$ cat src/rtl/sv32_tlb_pkg.sv
// Shared Sv32 types and TLB sizing defaults for the ITLB/DTLB instances.
// The index and tag widths below apply to the default sizing only.
package sv32_tlb_pkg;

  localparam int VPN_WIDTH  = 20;
  localparam int VPN1_WIDTH = 10;
  localparam int VPN0_WIDTH = 10;
  localparam int ASID_WIDTH = 9;
  localparam int PPN_WIDTH  = 22;

  localparam int TLB_ENTRIES_4K = 32;
  localparam int TLB_ASSOC_4K   = 2;
  localparam int TLB_ENTRIES_4M = 8;
  localparam int TLB_ASSOC_4M   = 2;

  localparam int TLB_SETS_4K = TLB_ENTRIES_4K / TLB_ASSOC_4K;
  localparam int TLB_SETS_4M = TLB_ENTRIES_4M / TLB_ASSOC_4M;
  localparam int TLB_IDX_4K  = $clog2(TLB_SETS_4K);
  localparam int TLB_IDX_4M  = $clog2(TLB_SETS_4M);
  localparam int TLB_TAG_4K  = VPN_WIDTH - TLB_IDX_4K;
  localparam int TLB_TAG_4M  = VPN1_WIDTH - TLB_IDX_4M;

  typedef struct packed {
    logic [PPN_WIDTH-1:0] ppn;
    logic [1:0]           rsw;
    logic                 d;
    logic                 a;
    logic                 g;
    logic                 u;
    logic                 x;
    logic                 w;
    logic                 r;
    logic                 v;
  } pte_t;

  typedef enum logic {
    ST_IDLE  = 1'b0,
    ST_FLUSH = 1'b1
  } tlb_state_e;

endpackage

$ cat src/rtl/sv32_tlb_way_array.sv
// One set-associative TLB array: entry flops, lookup match, fill way choice
// with per-set round-robin replacement, and a per-set invalidate port.
module sv32_tlb_way_array
  import sv32_tlb_pkg::*;
#(
  parameter int NUM_SETS  = 16,
  parameter int ASSOC     = 2,
  parameter int TAG_WIDTH = 16,
  localparam int IDX_W    = (NUM_SETS > 1) ? $clog2(NUM_SETS) : 1
) (
  input  logic                  i_clk,
  input  logic                  i_rst_n,
  input  logic [IDX_W-1:0]      i_lk_idx,
  input  logic [TAG_WIDTH-1:0]  i_lk_tag,
  input  logic [ASID_WIDTH-1:0] i_lk_asid,
  output logic                  o_lk_hit,
  output pte_t                  o_lk_pte,
  input  logic                  i_fill_en,
  input  logic [IDX_W-1:0]      i_fill_idx,
  input  logic [TAG_WIDTH-1:0]  i_fill_tag,
  input  logic [ASID_WIDTH-1:0] i_fill_asid,
  input  pte_t                  i_fill_pte,
  input  logic                  i_inv_en,
  input  logic [IDX_W-1:0]      i_inv_idx,
  input  logic                  i_inv_vpn_en,
  input  logic [TAG_WIDTH-1:0]  i_inv_tag,
  input  logic                  i_inv_asid_en,
  input  logic [ASID_WIDTH-1:0] i_inv_asid
);

  localparam int RR_W = (ASSOC > 1) ? $clog2(ASSOC) : 1;

  logic                  r_valid [NUM_SETS][ASSOC];
  logic [TAG_WIDTH-1:0]  r_tag   [NUM_SETS][ASSOC];
  logic [ASID_WIDTH-1:0] r_asid  [NUM_SETS][ASSOC];
  pte_t                  r_pte   [NUM_SETS][ASSOC];
  logic [RR_W-1:0]       r_rr    [NUM_SETS];

  logic            w_has_match;
  logic [RR_W-1:0] w_match_way;
  logic            w_has_inv;
  logic [RR_W-1:0] w_inv_way;
  logic [RR_W-1:0] w_fill_way;
  logic            w_use_rr;

  always_comb begin
    o_lk_hit = 1'b0;
    o_lk_pte = '0;
    for (int w = 0; w < ASSOC; w++) begin
      if (r_valid[i_lk_idx][w] && (r_tag[i_lk_idx][w] == i_lk_tag) &&
          (r_pte[i_lk_idx][w].g || (r_asid[i_lk_idx][w] == i_lk_asid))) begin
        o_lk_hit = 1'b1;
        o_lk_pte = r_pte[i_lk_idx][w];
      end
    end
  end

  // Descending scan so the lowest-index candidate is the one left standing.
  always_comb begin
    w_has_match = 1'b0;
    w_match_way = '0;
    w_has_inv   = 1'b0;
    w_inv_way   = '0;
    for (int w = ASSOC - 1; w >= 0; w--) begin
      if (r_valid[i_fill_idx][w] && (r_tag[i_fill_idx][w] == i_fill_tag) &&
          (r_asid[i_fill_idx][w] == i_fill_asid)) begin
        w_has_match = 1'b1;
        w_match_way = RR_W'(w);
      end
      if (!r_valid[i_fill_idx][w]) begin
        w_has_inv = 1'b1;
        w_inv_way = RR_W'(w);
      end
    end
    w_use_rr   = !w_has_match && !w_has_inv;
    w_fill_way = w_has_match ? w_match_way :
                 w_has_inv   ? w_inv_way   : r_rr[i_fill_idx];
  end

  always_ff @(posedge i_clk) begin
    if (!i_rst_n) begin
      for (int s = 0; s < NUM_SETS; s++) begin
        r_rr[s] <= '0;
        for (int w = 0; w < ASSOC; w++) begin
          r_valid[s][w] <= 1'b0;
        end
      end
    end else begin
      if (i_fill_en) begin
        r_valid[i_fill_idx][w_fill_way] <= 1'b1;
        r_tag[i_fill_idx][w_fill_way]   <= i_fill_tag;
        r_asid[i_fill_idx][w_fill_way]  <= i_fill_asid;
        r_pte[i_fill_idx][w_fill_way]   <= i_fill_pte;
        if (w_use_rr) begin
          r_rr[i_fill_idx] <= (r_rr[i_fill_idx] == RR_W'(ASSOC - 1)) ? '0
                              : r_rr[i_fill_idx] + RR_W'(1);
        end
      end
      if (i_inv_en) begin
        for (int w = 0; w < ASSOC; w++) begin
          if ((!i_inv_vpn_en || (r_tag[i_inv_idx][w] == i_inv_tag)) &&
              (!i_inv_asid_en || ((r_asid[i_inv_idx][w] == i_inv_asid) &&
                                  !r_pte[i_inv_idx][w].g))) begin
            r_valid[i_inv_idx][w] <= 1'b0;
          end
        end
      end
    end
  end

endmodule

$ cat src/rtl/sv32_tlb.sv
// Sv32 TLB top: 4KB and 4MB arrays, registered lookup response, and the
// set-walking SFENCE.VMA flush FSM.
module sv32_tlb
  import sv32_tlb_pkg::*;
#(
  parameter int ENTRIES_4K = TLB_ENTRIES_4K,
  parameter int ASSOC_4K   = TLB_ASSOC_4K,
  parameter int ENTRIES_4M = TLB_ENTRIES_4M,
  parameter int ASSOC_4M   = TLB_ASSOC_4M
) (
  input  logic                  CLK,
  input  logic                  nRST,
  input  logic                  req_valid,
  output logic                  req_ready,
  input  logic [VPN_WIDTH-1:0]  req_vpn,
  input  logic [ASID_WIDTH-1:0] req_asid,
  output logic                  resp_valid,
  output logic                  resp_hit,
  output pte_t                  resp_pte,
  output logic                  resp_superpage,
  input  logic                  fill_valid,
  output logic                  fill_ready,
  input  logic [VPN_WIDTH-1:0]  fill_vpn,
  input  logic [ASID_WIDTH-1:0] fill_asid,
  input  pte_t                  fill_pte,
  input  logic                  fill_superpage,
  input  logic                  sfence_valid,
  output logic                  sfence_ready,
  input  logic                  sfence_vpn_en,
  input  logic [VPN_WIDTH-1:0]  sfence_vpn,
  input  logic                  sfence_asid_en,
  input  logic [ASID_WIDTH-1:0] sfence_asid,
  output logic                  sfence_done,
  output tlb_state_e            dbg_state
);

  localparam int NUM_SETS_4K = ENTRIES_4K / ASSOC_4K;
  localparam int NUM_SETS_4M = ENTRIES_4M / ASSOC_4M;
  localparam int IDX4K       = $clog2(NUM_SETS_4K);
  localparam int IDX4M       = $clog2(NUM_SETS_4M);
  localparam int TAG4K       = VPN_WIDTH - IDX4K;
  localparam int TAG4M       = VPN1_WIDTH - IDX4M;
  localparam int FLUSH_SETS  = (NUM_SETS_4K > NUM_SETS_4M) ? NUM_SETS_4K : NUM_SETS_4M;
  localparam int CNT_W       = (FLUSH_SETS > 1) ? $clog2(FLUSH_SETS) : 1;
  localparam logic [CNT_W-1:0] CNT_LAST = CNT_W'(FLUSH_SETS - 1);
  localparam bit DONE_ON_ENTRY = (FLUSH_SETS == 1);

  tlb_state_e            r_state;
  logic [CNT_W-1:0]      r_cnt;
  logic                  r_sf_vpn_en;
  logic [VPN_WIDTH-1:0]  r_sf_vpn;
  logic                  r_sf_asid_en;
  logic [ASID_WIDTH-1:0] r_sf_asid;

  logic w_req_acc;
  logic w_fill_acc;
  logic w_hit4k;
  logic w_hit4m;
  pte_t w_pte4k;
  pte_t w_pte4m;
  logic w_inv4k;
  logic w_inv4m;

  // Handshakes: a transfer happens on a rising edge where valid && ready;
  // valid is never qualified by ready, and a dropped fill is simply lost.
  assign req_ready    = (r_state == ST_IDLE);
  assign sfence_ready = (r_state == ST_IDLE);
  assign fill_ready   = (r_state == ST_IDLE) && !sfence_valid;
  assign dbg_state    = r_state;
  assign w_req_acc    = req_valid && req_ready;
  assign w_fill_acc   = fill_valid && fill_ready;

  // A vpn-specific flush only touches the set the address indexes.
  assign w_inv4k = (r_state == ST_FLUSH) && (int'(r_cnt) < NUM_SETS_4K) &&
                   (!r_sf_vpn_en || (r_sf_vpn[IDX4K-1:0] == r_cnt[IDX4K-1:0]));
  assign w_inv4m = (r_state == ST_FLUSH) && (int'(r_cnt) < NUM_SETS_4M) &&
                   (!r_sf_vpn_en ||
                    (r_sf_vpn[VPN0_WIDTH +: IDX4M] == r_cnt[IDX4M-1:0]));

  sv32_tlb_way_array #(
    .NUM_SETS (NUM_SETS_4K),
    .ASSOC    (ASSOC_4K),
    .TAG_WIDTH(TAG4K)
  ) u_arr_4k (
    .i_clk        (CLK),
    .i_rst_n      (nRST),
    .i_lk_idx     (req_vpn[IDX4K-1:0]),
    .i_lk_tag     (req_vpn[VPN_WIDTH-1:IDX4K]),
    .i_lk_asid    (req_asid),
    .o_lk_hit     (w_hit4k),
    .o_lk_pte     (w_pte4k),
    .i_fill_en    (w_fill_acc && !fill_superpage),
    .i_fill_idx   (fill_vpn[IDX4K-1:0]),
    .i_fill_tag   (fill_vpn[VPN_WIDTH-1:IDX4K]),
    .i_fill_asid  (fill_asid),
    .i_fill_pte   (fill_pte),
    .i_inv_en     (w_inv4k),
    .i_inv_idx    (r_cnt[IDX4K-1:0]),
    .i_inv_vpn_en (r_sf_vpn_en),
    .i_inv_tag    (r_sf_vpn[VPN_WIDTH-1:IDX4K]),
    .i_inv_asid_en(r_sf_asid_en),
    .i_inv_asid   (r_sf_asid)
  );

  sv32_tlb_way_array #(
    .NUM_SETS (NUM_SETS_4M),
    .ASSOC    (ASSOC_4M),
    .TAG_WIDTH(TAG4M)
  ) u_arr_4m (
    .i_clk        (CLK),
    .i_rst_n      (nRST),
    .i_lk_idx     (req_vpn[VPN0_WIDTH +: IDX4M]),
    .i_lk_tag     (req_vpn[VPN_WIDTH-1:VPN0_WIDTH+IDX4M]),
    .i_lk_asid    (req_asid),
    .o_lk_hit     (w_hit4m),
    .o_lk_pte     (w_pte4m),
    .i_fill_en    (w_fill_acc && fill_superpage),
    .i_fill_idx   (fill_vpn[VPN0_WIDTH +: IDX4M]),
    .i_fill_tag   (fill_vpn[VPN_WIDTH-1:VPN0_WIDTH+IDX4M]),
    .i_fill_asid  (fill_asid),
    .i_fill_pte   (fill_pte),
    .i_inv_en     (w_inv4m),
    .i_inv_idx    (r_cnt[IDX4M-1:0]),
    .i_inv_vpn_en (r_sf_vpn_en),
    .i_inv_tag    (r_sf_vpn[VPN_WIDTH-1:VPN0_WIDTH+IDX4M]),
    .i_inv_asid_en(r_sf_asid_en),
    .i_inv_asid   (r_sf_asid)
  );

  // sfence_done is registered one cycle early so it lands on the last FLUSH cycle.
  always_ff @(posedge CLK) begin
    if (!nRST) begin
      r_state        <= ST_IDLE;
      r_cnt          <= '0;
      r_sf_vpn_en    <= 1'b0;
      r_sf_vpn       <= '0;
      r_sf_asid_en   <= 1'b0;
      r_sf_asid      <= '0;
      resp_valid     <= 1'b0;
      resp_hit       <= 1'b0;
      resp_pte       <= '0;
      resp_superpage <= 1'b0;
      sfence_done    <= 1'b0;
    end else begin
      resp_valid  <= w_req_acc;
      sfence_done <= 1'b0;
      if (w_req_acc) begin
        resp_hit       <= w_hit4k || w_hit4m;
        resp_pte       <= w_hit4k ? w_pte4k : w_pte4m;
        resp_superpage <= !w_hit4k && w_hit4m;
      end
      case (r_state)
        ST_IDLE: begin
          if (sfence_valid) begin
            r_state      <= ST_FLUSH;
            r_cnt        <= '0;
            r_sf_vpn_en  <= sfence_vpn_en;
            r_sf_vpn     <= sfence_vpn;
            r_sf_asid_en <= sfence_asid_en;
            r_sf_asid    <= sfence_asid;
            sfence_done  <= DONE_ON_ENTRY;
          end
        end
        ST_FLUSH: begin
          if (r_cnt == CNT_LAST) begin
            r_state <= ST_IDLE;
            r_cnt   <= '0;
          end else begin
            r_cnt       <= r_cnt + CNT_W'(1);
            sfence_done <= ((r_cnt + CNT_W'(1)) == CNT_LAST);
          end
        end
        default: r_state <= ST_IDLE;
      endcase
    end
  end

endmodule
$ cat config.mk
export PLATFORM = sky130hd
export DESIGN_NAME = sv32_tlb
export DESIGN_NICKNAME = d
export VERILOG_FILES = /design/src/rtl/sv32_tlb_pkg.sv /design/src/rtl/sv32_tlb_way_array.sv /design/src/rtl/sv32_tlb.sv
export SDC_FILE = /design/constraint.sdc
export NUM_CORES = 2
export LEC_CHECK = 0
export BUFFER_PORTS_ARGS = -buffer_cell sky130_fd_sc_hd__buf_2
export CAP_MARGIN = 15
export CORE_AREA = 2 2 469 471
export DETAILED_ROUTE_END_ITERATION = 10
export DIE_AREA = 0 0 471 473
export GPL_ROUTABILITY_DRIVEN = 0
export PLACE_DENSITY = 0.76
export SLEW_MARGIN = 25
export SYNTH_ARGS = -nofsm -noshare
export SYNTH_HDL_FRONTEND = slang
export SYNTH_SLANG_ARGS = --single-unit
export TNS_END_PERCENT = 1
$ cat constraint.sdc
create_clock -name CLK -period 7.25 [get_ports CLK]
set_clock_uncertainty 0.15 [all_clocks]
set_input_delay 1.0875 -clock CLK [delete_from_list [all_inputs] [get_ports CLK]]
set_output_delay 1.0875 -clock CLK [all_outputs]
set_load 0.02 [all_outputs]
======== Word-level counts from Yosys, hierarchy flattened ========
Memories as Yosys holds them, arrays and structs flattened. A register that Yosys moved wholly into a read port is not among the register bits.
Index checks and enable logic that the tools add are counted.
word-level totals
  input port bits ......................... 127
  memories kept ........................... 10
  memory bits (read-only) ................. 0
  word-level logic and storage cells ...... 260
  memory bits (writable) .................. 2276
  bits in registers ....................... 72
  output and inout port bits .............. 40
  latch bits .............................. 0
memories
  name             words  bits a word  read ports  clocked after memory_dff  wr ports  RTL line                  RTL
  u_arr_4k.r_pte   16     64           2           1                         1         sv32_tlb_way_array.sv:36  pte_t r_pte [NUM_SETS][ASSOC];
  u_arr_4k.r_tag   16     32           3           1                         1         sv32_tlb_way_array.sv:34  logic [TAG_WIDTH-1:0] r_tag [NUM_SETS][ASSOC];
  u_arr_4k.r_asid  16     18           3           1                         1         sv32_tlb_way_array.sv:35  logic [ASID_WIDTH-1:0] r_asid [NUM_SETS][ASSOC];
  u_arr_4m.r_pte   4      64           2           1                         1         sv32_tlb_way_array.sv:36
  u_arr_4m.r_asid  4      18           3           1                         1         sv32_tlb_way_array.sv:35
  u_arr_4m.r_tag   4      16           3           1                         1         sv32_tlb_way_array.sv:34
  4 more memories  --     --           --          --                        --        --
operators by class
  multiply operators ...................... 0
  shift operators ......................... 0
  muxes and demuxes ....................... 118
  equal/unequal tests ..................... 29
  divide/modulo/power cells ............... 0
  bitwise operators ....................... 3
  $lt $le $gt $ge ......................... 5
  add/subtract/negate cells ............... 3
  reduce and logical (&&, ||, !) cells .... 72
operators with widths
  operator               number
  $mux W32               8
  $mux W64               2
  $eq A9 B9 Y1           12
  $eq A16 B16 Y1         6
  $demux W32 S1          2
  $mux W1                60
  $eq A8 B8 Y1           6
  $mux W4                11
  $mux W2                19
  $logic_and A1 B1 Y1    37
  $mux W18               2
  $mux W16               2
  $demux W9 S1           2
  $mux W9                2
  $demux W16 S1          1
  $logic_or A1 B1 Y1     15
  $logic_not A1 Y1       13
  $demux W8 S1           1
  $eq A4 B4 Y1 const B   2
  $mux W8                1
  $pmux W4 S2            1
  $reduce_or A2 Y1       4
  $add A4 B1 Y4 const B  1
  $eq A4 B4 Y1           1
  12 further kinds       19

======== Depth between registers and ports, before layout ========
An unclocked memory read counts as a cell.
  word-level depth ........................ 16
  depth in mapped cells ................... 18

======== Hierarchy ========
Synthesis repeated with hierarchy kept, for this count alone.
unflattened totals
  cell total of the unflattened synthesis .. 5597
  area total of the unflattened synthesis .. 109412.4 um^2
by module, submodules not included
  module                         cells each  instances  area an instance (um^2)
  sv32_tlb_way_array (u_arr_4k)  4337        1          87701.6
  sv32_tlb_way_array (u_arr_4m)  920         1          18561.6
  sv32_tlb                       340         1          3149.3

======== Worst setup path before layout ========
Ideal clock, no wire load.
  path kind ............................... input port to flip-flop
  from .................................... input port fill_vpn[10]
  to ...................................... memory u_arr_4m.r_asid[2][0] (netlist name) (enable)
  required time ........................... 6.572 ns
  path slack .............................. -0.470 ns
  cell stages on the path ................. 9
  data arrival time ....................... 7.042 ns
  library setup time ...................... 0.528 ns
  path buffers ............................ 1
  path through ............................ buf_1 -> mux4_2 -> xor2_1 -> nor4_1 -> nand4_1 -> a21bo_2 -> nand2b_1 -> o21ai_0 -> nor3b_1
between the ends
  cells in the longest elaborated chain, start to end .. 13
RTL lines
  element                                                                    RTL line                  RTL
  start, declared                                                            sv32_tlb.sv:23            input logic [VPN_WIDTH-1:0] fill_vpn,
  $mem_v2 Z4 W16                                                             --
  $eq A8 B8 Y1                                                               sv32_tlb_way_array.sv:65  if (r_valid[i_fill_idx][w] && (r_tag[i_fill_idx][w] == i_fill_tag) &&
  $logic_and A1 B1 Y1 (2 in a row)                                           sv32_tlb_way_array.sv:65
  $mux W1 (2 in a row)                                                       sv32_tlb_way_array.sv:65
  $mux W1                                                                    sv32_tlb_way_array.sv:76  w_fill_way = w_has_match ? w_match_way :
  $not A1 Y2 (not written as such)                                           sv32_tlb_way_array.sv:92  r_asid[i_fill_idx][w_fill_way] <= i_fill_asid;
  $ge A2 B2 Y1 (not written as such) / $lt A2 B1 Y1 (equally long branches)  sv32_tlb_way_array.sv:92
  $logic_and A1 B1 Y1 (not written as such)                                  sv32_tlb_way_array.sv:92
  $mux W9 (not written as such)                                              sv32_tlb_way_array.sv:92
  $demux W9 S1                                                               sv32_tlb_way_array.sv:92
  $mux W18 (not written as such)                                             sv32_tlb_way_array.sv:92
  end, declared                                                              sv32_tlb_way_array.sv:35
Several ways; a longest one is shown, not always the timed one.

======== Worst setup path after layout ========
  from .................................... input port fill_vpn[0]
  to ...................................... memory u_arr_4k.r_pte[12][62] (netlist name) (enable)
between the ends
  cells in the longest elaborated chain, start to end .. 13
RTL lines
  element                                                                    RTL line                  RTL
  $mem_v2 Z16 W32                                                            --
  $eq A16 B16 Y1                                                             sv32_tlb_way_array.sv:65
  $logic_and A1 B1 Y1 (2 in a row)                                           sv32_tlb_way_array.sv:65
  $mux W1 (2 in a row)                                                       sv32_tlb_way_array.sv:65
  $mux W1                                                                    sv32_tlb_way_array.sv:76
  $not A1 Y2 (not written as such)                                           sv32_tlb_way_array.sv:93  r_pte[i_fill_idx][w_fill_way] <= i_fill_pte;
  $ge A2 B2 Y1 (not written as such) / $lt A2 B1 Y1 (equally long branches)  sv32_tlb_way_array.sv:93
  $logic_and A1 B1 Y1 (not written as such)                                  sv32_tlb_way_array.sv:93
  $mux W32 (not written as such)                                             sv32_tlb_way_array.sv:93
  $demux W32 S1                                                              sv32_tlb_way_array.sv:93
  $mux W64 (not written as such)                                             sv32_tlb_way_array.sv:93
  end, declared                                                              sv32_tlb_way_array.sv:36
Several ways; a longest one is shown, not always the timed one.

==> flow_metrics.py <==
metrics = {
    "outcome": {
        "outcome": "finished, final reports clean",
    },
    "yosys": {
        "synth_seq_cells": 2352,
        "ys_async_sr_fraction_pct": 0,
        "synth-simple-area-share_pct": 2.67,
        "synthXorXnorAreaFrac_pct": 2.34,
        "synth_top_area_share_pct": 62.3,
        "synth_area_leaders": "edfxtp_1 (62%), mux4_2 (23%), mux2i_1 (2.2%)",
        "synth_compound_area_share_pct": 2.97,
        "yosysUniqueCellTypes": 85,
        "ys.flop_type": "edfxtp_1",
        "yosysTopAreaCell": "edfxtp_1",
        "syn-num-nets": 5685,
        "synthMuxAreaShare_pct": 25.7,
        "synthCells": 5556,
        "yosysWarnings": 0,
        "synth_top_family_by_area": "multiplexers",
        "syn_area_per_cell_um2": 19.5,
        "synth_seq_area_share_pct": 64.2,
        "synth-edff-count": 2253,
        "synth_fa_ha_area_share_pct": 0.0231,
        "mappedNetlistArea_um2": 109000,
    },
    "grt": {
        "grt_pass1_vias": 62600,
        "use_met3_pct": 9.29,
        "grt_overflow_total": 0,
        "grt_first_pass_wirelength_mm": 481,
        "grt_max_degree": 130,
        "met2_usage_pct": 46.1,
        "grt_use_met1_pct": 40.3,
        "antenna_found_initial": 26,
        "grt.total_usage_pct": 30.5,
        "top_usage_layer": "met2",
    },
    "floorplan": {
        "start_util_pct": 49.7,
        "fp.dieW_um": 471,
        "die-area_um2": 223000,
        "core-area_um2": 218000,
        "io_pins": 167,
        "rows": 172,
        "die_y_um": 473,
    },
    "sta": {
        "finalHoldViolations": 0,
        "slew_violations": 0,
        "slew_headroom_pct": 23.5,
        "worst_pin_slew_ns": 1.15,
        "fmax_mhz": 158,
        "setup_violations": 0,
        "grt_setup_unrepaired": "no",
        "finalCritPeriodShare_pct": 87.1,
        "period_needed_ns": 6.32,
        "final.setup.tns_ns": 0,
    },
    "worst_hold_path": {
        "whs_path_depth": 3,
        "min_path_type": "primary input to flip-flop",
    },
    "setup_path": {
        "crit_top_cell": "buf_4",
        "slowest_stage": "xnor2_1",
        "cp.depth": 12,
        "crit_chain": "buf_6, buf_4, mux4_2, mux4_2, xnor2_1, nand4_1, nor3_1, o2111ai_1, a21o_2, buf_4, nor2_4, buf_4",
        "critPathRequiredTime_ns": 7.61,
        "cp_slowest_stage_delay_ns": 0.78,
        "r2r_cells": 10,
        "cp_max_fo": 43,
        "path_buf_inv": 4,
        "criticalPathCategory": "primary input to flip-flop",
        "start_kind": "primary input",
        "critPathCaptureType": "flip-flop",
        "arrival_ns": 6.68,
        "rrSetupSlack_ns": 1.34,
        "critPathTopFamily": "buffers and inverters",
    },
    "clock_tree": {
        "numCtsBuffers": 223,
        "ctsLongestPathBuffers": 3,
        "post_cts_buffers": 0,
        "holdBufCountCts": 0,
        "cts.sinks": 2352,
        "clkTransAtPathRegs_ns": 0.06,
        "h-tree-depth": 4,
        "cts_resized": 0,
        "insertion_delay_ns": 0.91,
        "cts_tree": "done",
        "cts_root_buf": "clkbuf_16",
    },
    "drt": {
        "antenna_left": 0,
        "drc": 0,
        "drt_iter0_markers": 11700,
        "vias_per_cell": 7.26,
        "vias": 64300,
        "avgRoutedWirePerCell_um": 38.7,
        "wl_mm": 343,
        "firstDrtPassIters": 10,
    },
    "job": {
        "cap_violations": 0,
    },
    "cells_and_area": {
        "fin_cells": 8849,
        "synthToLayoutAreaGrowth_pct": 12.1,
        "drive_gt1_share_pct": 33.8,
        "fill_cells": 15900,
        "nets": 5901,
        "postLayoutCoreUtil_pct": 55.8,
    },
    "power_and_ir_drop": {
        "p_leak_nw": 38.2,
        "peakVddDrop_mv": 0.273,
        "p_per_area_nw_per_um2": 245,
    },
    "placed_design": {
        "dpl.hpwl_mm": 211,
        "port_buffers": 166,
        "dp_cells": 8417,
    },
}
-- tightest hold or removal path, stage by stage --
cell,delay (ns)
buf_2,0.09
nand2_1,0.04
a21boi_0,0.06
-- layout make-up --
| cell class | count | area, um2 | share of cell area, % |
|---|---|---|---|
| Clock buffer | 265 | 5850 | 4.80 |
| Multi-Input combinational cell | 2749 | 37000 | 30.4 |
| Tap cell | 2871 | 3590 | 2.95 |
| Antenna cell | 9 | 22.5 | 0.0185 |
| Inverter | 31 | 116 | 0.0956 |
| Timing Repair Buffer | 415 | 3430 | 2.82 |
| Sequential cell | 2352 | 69700 | 57.2 |
| Clock inverter | 157 | 2080 | 1.71 |
-- placed cells by master (no fill, tap or decap), types with 22 or more instances in the layout --
cell and count:
a22oi_1 65, mux2_2 60, nor2b_1 22, clkbuf_1 30, nor3_1 25, mux2i_1 241, dfxtp_1 95, buf_2 154
clkbuf_16 223, nand3_1 29, a31oi_1 36, nand2b_1 25, buf_12 51, o221ai_1 30, mux4_2 1103, a221oi_1 26
o21ai_0 63, clkinv_1 32, clkinv_2 43, and3_1 29, inv_1 28, nor2_1 86, xor2_1 110, xnor2_1 180
a21oi_1 71, nand4_1 40, buf_4 200, bufinv_16 37, edfxtp_1 2253, nor2_4 37, nand2_1 216, a21boi_0 36
-- logic make-up after synthesis --
group | Yosys count
and+or+nand+nor | 594
xor gates and xnor gates | 290
muxes | 1404
adders and majority gates | 2
buffers and inverters | 455
AOI/OAI and AO/OA | 459
DFF | 2352
-- cells in the mapped netlist, drive strengths merged, types with 30 or more instances --
master / count
o221ai: 31
xnor2: 180
a21boi: 36
mux2: 60
dfxtp: 99
nor2: 125
a22oi: 65
o21ai: 65
mux2i: 241
nand3: 30
nand4: 40
a31oi: 36
nand2: 217
clkbuf: 168
edfxtp: 2253
buf: 256
xor2: 110
mux4: 1103
a21oi: 72
and3: 30
inv: 30
-- power breakdown --
part | leakage, nW | internal (W) | switching [W]
logic | 13.3 | 0.000909 | 0.00137
registers | 21.1 | 0.0149 | 0.0000975
clock network | 3.81 | 0.00715 | 0.00539
-- sequential cells by signal, summed over array words and instances, names as in the netlist, 4 cells and up, named ones only --
name,flops
r_cnt,4
r_sf_asid,9
r_sf_vpn,20
resp_pte,32
u_arr_4k.r_asid,288
u_arr_4k.r_pte,1024
u_arr_4k.r_rr,16
u_arr_4k.r_tag,512
u_arr_4k.r_valid,32
u_arr_4m.r_asid,72
u_arr_4m.r_pte,256
u_arr_4m.r_rr,4
u_arr_4m.r_tag,64
u_arr_4m.r_valid,8
-- metrics by stage --
step | area [um2] | setup slack (ns) | hold WS (ns) | power (W)
after detailed placement | 114000 | 0.278 | 0.314 | 0.0175
after global routing | 122000 | 1.08 | 0.317 | 0.0305
after floorplan | 109000 | 0.0629 | 0.294 | 0.0166
after global placement | 114000 | 0.376 | 0.308 | 0.0175
final | 122000 | 0.933 | 0.316 | 0.0298
after CTS | 122000 | 1.21 | 0.282 | 0.0299
-- worst paths after layout --
path / from / to
max: fill_vpn[0] / u_arr_4k.r_pte[12][62]$_DFFE_PP_
min: sfence_vpn[7] / r_sf_vpn[7]$_SDFFE_PN0P_
max reg2reg: flip-flop / u_arr_4k.r_asid[0][10]$_DFFE_PP_
min reg2reg: u_arr_4k.r_rr[10]$_DFF_P_ / u_arr_4k.r_rr[10]$_DFF_P_
-- routing by layer --
layer,routed length [um],vias to the layer above
met1,116000,33300
met5,113,-
li1,-,23900
met3,48900,1077
met2,156000,5942
met4,21700,16
Note: power is estimated with default switching activity, not from simulation.
